<file path="src/rtl/mutex_grant_gen.sv">
// Two-requester mutual-exclusion grant generator.
// Alternates ownership on contention, caps each grant at MAX_HOLD cycles, and forces GAP_CYC idle
// cycles between any two grants. All outputs are registered.
module mutex_grant_gen #(
  parameter int unsigned MAX_HOLD = 8,  // legal 1..255
  parameter int unsigned GAP_CYC  = 1   // legal 1..15
) (
  input  logic clk,
  input  logic rst_n,
  input  logic req_a,
  input  logic req_b,
  output logic a,
  output logic b,
  output logic busy,
  output logic timeout
);

  localparam int unsigned HoldW = $clog2(MAX_HOLD + 1);
  localparam int unsigned GapW  = $clog2(GAP_CYC + 1);

  localparam logic [HoldW-1:0] HoldMax = HoldW'(MAX_HOLD);
  localparam logic [GapW-1:0]  GapMax  = GapW'(GAP_CYC);

  typedef enum logic [1:0] {
    StIdle,
    StOwnA,
    StOwnB,
    StGap
  } state_e;

  state_e           state_q, state_d, arb_state;
  logic [HoldW-1:0] hold_q;
  logic [GapW-1:0]  gap_q;
  logic             last_a_q;  // 1: A owned most recently, 0: B
  logic             timeout_d;
  logic             a_q, b_q, busy_q, timeout_q;

  // Arbitration used from IDLE and on the final GAP cycle; contention goes to the previous loser.
  always_comb begin
    arb_state = StIdle;
    if (req_a && req_b) begin
      arb_state = last_a_q ? StOwnB : StOwnA;
    end else if (req_a) begin
      arb_state = StOwnA;
    end else if (req_b) begin
      arb_state = StOwnB;
    end
  end

  // Next state; voluntary release takes priority over the hold-limit revoke.
  always_comb begin
    state_d   = state_q;
    timeout_d = 1'b0;
    unique case (state_q)
      StIdle: state_d = arb_state;
      StOwnA: begin
        if (!req_a) begin
          state_d = StGap;
        end else if (hold_q == HoldMax) begin
          state_d   = StGap;
          timeout_d = 1'b1;
        end
      end
      StOwnB: begin
        if (!req_b) begin
          state_d = StGap;
        end else if (hold_q == HoldMax) begin
          state_d   = StGap;
          timeout_d = 1'b1;
        end
      end
      StGap: begin
        if (gap_q == GapMax) begin
          state_d = arb_state;
        end
      end
      default: state_d = StIdle;
    endcase
  end

  // FSM state, hold/gap counters, last-owner flag and registered outputs.
  always_ff @(posedge clk or negedge rst_n) begin
    if (!rst_n) begin
      state_q   <= StIdle;
      hold_q    <= '0;
      gap_q     <= '0;
      last_a_q  <= 1'b0;
      a_q       <= 1'b0;
      b_q       <= 1'b0;
      busy_q    <= 1'b0;
      timeout_q <= 1'b0;
    end else begin
      state_q   <= state_d;
      timeout_q <= timeout_d;
      a_q       <= (state_d == StOwnA);
      b_q       <= (state_d == StOwnB);
      busy_q    <= (state_d != StIdle);

      // Ownership is never re-entered without passing through GAP, so a state change marks entry.
      if (state_d == StOwnA || state_d == StOwnB) begin
        hold_q <= (state_d != state_q) ? HoldW'(1) : hold_q + 1'b1;
      end else begin
        hold_q <= '0;
      end

      if (state_d == StGap) begin
        gap_q <= (state_q != StGap) ? GapW'(1) : gap_q + 1'b1;
      end else begin
        gap_q <= '0;
      end

      if (state_d == StOwnA && state_q != StOwnA) begin
        last_a_q <= 1'b1;
      end else if (state_d == StOwnB && state_q != StOwnB) begin
        last_a_q <= 1'b0;
      end
    end
  end

  assign a       = a_q;
  assign b       = b_q;
  assign busy    = busy_q;
  assign timeout = timeout_q;

endmodule

</file>
<file path="config.mk">
export PLATFORM = sky130hd
export DESIGN_NAME = mutex_grant_gen
export DESIGN_NICKNAME = d
export VERILOG_FILES = /design/src/rtl/mutex_grant_gen.sv
export SDC_FILE = /design/constraint.sdc
export NUM_CORES = 1
export LEC_CHECK = 0
export ABC_AREA = 1
export BUFFER_PORTS_ARGS = -buffer_cell sky130_fd_sc_hd__buf_4
export CAP_MARGIN = 20
export CORE_MARGIN = 8
export CORE_UTILIZATION = 60
export CTS_CLUSTER_DIAMETER = 30
export CTS_CLUSTER_SIZE = 10
export DETAILED_ROUTE_END_ITERATION = 10
export GPL_TIMING_DRIVEN = 0
export PLACE_DENSITY_LB_ADDON = 0.3
export SLEW_MARGIN = 20
export SYNTH_ARGS = -nofsm -noshare
export SYNTH_HDL_FRONTEND = slang
export SYNTH_SLANG_ARGS = --single-unit
</file>
<file path="constraint.sdc">
create_clock -name clk -period 2.88 [get_ports clk]
set_input_delay 0.288 -clock clk [delete_from_list [all_inputs] [get_ports clk]]
set_output_delay 0.288 -clock clk [all_outputs]
set_load 0.02 [all_outputs]
</file>
==> results.cfg <==
[clock_network]
htreeDepth = 1
cts.sinks = 12
cts_made_buffers = 3
clockRootBuffer = clkbuf_4
clock_latency_ps = 260
hold_buffers = 1
cts_buffer_depth = 2
cts_setup_buffers = 0
cts_resized = 0
cts_tree = done
clkSlewWorstSetupHoldPaths_ps = 70

[global_routing]
grt.met3_usage = 0.0285
grt_overflow_total = 0
grt_use_met2 = 0.198
gr-max-usage-layer = met2
grt_pass1_wl_um = 2400
grt_util_all_layers = 0.120
grt.met1_usage = 0.135
grt_pass1_vias = 555
grt_max_degree = 13
antenna_found_initial = 0

[job]
max_cap_viol_count = 0

[route]
vias_per_cell = 4.94
wl_um = 1340
via_count = 533
drtPass1Iterations = 4
drc = 0
avgRoutedWirePerCell_um = 12.4
first_iter_violations = 8
drtAntennaViolNets = 0

[floorplanning]
start_util = 0.621
rows = 13
die_w_um = 52.0
dieArea_sq_um = 2710
core_area_sq_um = 1250
num_io_pins = 8
die_y_um = 52.0

[yosys]
syn_nets = 95
async_flop_share = 1.00
synth_cell_types = 23
syn_area_per_cell_sq_um = 9.61
yosys-top-cells-count = 15 x inv_1, 12 x dfrtp_1, 12 x nand2_1
seq_area_frac_synth = 0.386
netlist.area_leader.share = 0.386
ys_warn_count = 0
synth_edf_count = 0
yosysMostFrequentCell = inv_1
synth_ff_type = dfrtp_1
syn-instance-count = 81
ys_top_cells_by_area = dfrtp_1 39%, ha_1 16%, inv_1 7.2%, nand2_1 5.8%, nor3_2 3.9%
synth_top_area_cell = dfrtp_1
syn_area_sq_um = 778
ys_seq_elements = 12

[timing]
hold_ws_ps = 375
slew_headroom = 0.855
hold_viol = 0
fin_crit_sh = 0.695
drv_slew = 0
worstMarginPinSlew_ps = 218
setup_viol = 0
setup_tns_ps = 0
fmax_mhz = 500
skew_ps = 1.60
finalCriticalPeriod_ps = 2000
rsz0062_at_grt = no

[placement]
numPortBuffers = 7
place_inst = 103
place_hpwl_um = 1090
globalplace.congestion = 0.748

[final_layout]
synthToLayoutAreaGrowth_pct = 15.1
layout.cells.non_filler = 108
num-fill-cells = 98
diodes = 0
area.sequential_sq_um = 300
nets = 108
drive_gt1_frac = 0.323
multiInputGateArea_sq_um = 413

[worst_hold_path]
hold_path.class = primary input to register
hold_depth = 3

[pwr]
p_per_area_nw_per_um2 = 1110
leakage_nw = 0.473
ir_drop_uv = 743
power_mw = 0.994

[worst_setup_path]
crit_type = register to register
cp-start-kind = register
cp_max_fo = 5
end_kind = register
worstPathArrival_ps = 2190
worstRegToRegCells = 9
worstPathRequired_ps = 3070

[status]
status = completed
==> registers in the layout (all words and copies together), names as in the netlist <==
signal / count
busy: 1
b: 1
state_q: 2
timeout: 1
hold_q: 4
a: 1
last_a_q: 1
gap_q: 1
==> layout by cell type (no fill, tap or decap), types with 3 or more instances in the layout <==
cell type	count
inv_1	15
nor2_2	3
nand2_1	12
dfrtp_1	12
buf_4	7
nand2_2	4
nand3_1	3
nor2_1	3
clkbuf_4	3
nor3_2	3
ha_1	10
==> where the power goes <==
part           switching [mW]  total [mW]  internal, mW
clock network          0.0529       0.130        0.0767
logic                   0.370       0.587         0.218
registers              0.0458       0.277         0.231
==> through the flow <==
step	util	instance area, sq um	setup slack (ps)
detailed placement	0.678	850	869
CTS	0.715	896	847
floorplan	-	778	1090
global route	0.715	896	699
finish	0.715	896	878
global placement	0.678	850	931
==> cell families (layout without fill, tap and decap cells) <==
| kind of cell | Yosys count | count (layout) | synth area share |
|---|---|---|---|
| and+or+nand+nor | 34 | 34 | 0.272 |
| buffers and inverters | 17 | 29 | 0.0836 |
| DFF | 12 | 12 | 0.386 |
| adders and majority gates | 10 | 10 | 0.161 |
| AOI/OAI and AO/OA | 6 | 6 | 0.0756 |
| xor gates and xnor gates | 2 | 2 | 0.0225 |
==> critical path, stage by stage (launching register included) <==
cell and delay (ps):
dfrtp_1 440, inv_1 170, ha_1 210, inv_1 70, nand2_1 140, o211ai_2 120
nand2_2 130, inv_1 70, ha_1 390, nor3_2 200
==> layer usage <==
| layer | share of wire | up-vias |
|---|---|---|
| li1 | - | 275 |
| met1 | 0.45 | 246 |
| met2 | 0.49 | 8 |
| met3 | 0.029 | 4 |
| met4 | 0.027 | 0 |
| met5 | 0 | - |
==> area by class of cell <==
| type | count | area share |
|---|---|---|
| Inverter | 17 | 0.0726 |
| Multi-Input combinational cell | 52 | 0.461 |
| Clock buffer | 4 | 0.0405 |
| Timing Repair Buffer | 8 | 0.0698 |
| Tap cell | 15 | 0.0209 |
| Sequential cell | 12 | 0.335 |
==> worst paths after layout <==
path / slack, ps / from / end
min in group asynchronous: 400 / rst_n / b
setup reg to reg: 880 / state_q[1] / hold_q[2]
max in group asynchronous: 2330 / rst_n / last_a_q
setup / recovery: 880 / state_q[1] / hold_q[2]
hold reg to reg: 620 / hold_q[3] / timeout
hold / removal: 370 / req_a / timeout
Note: power is estimated with default switching activity, not from simulation.
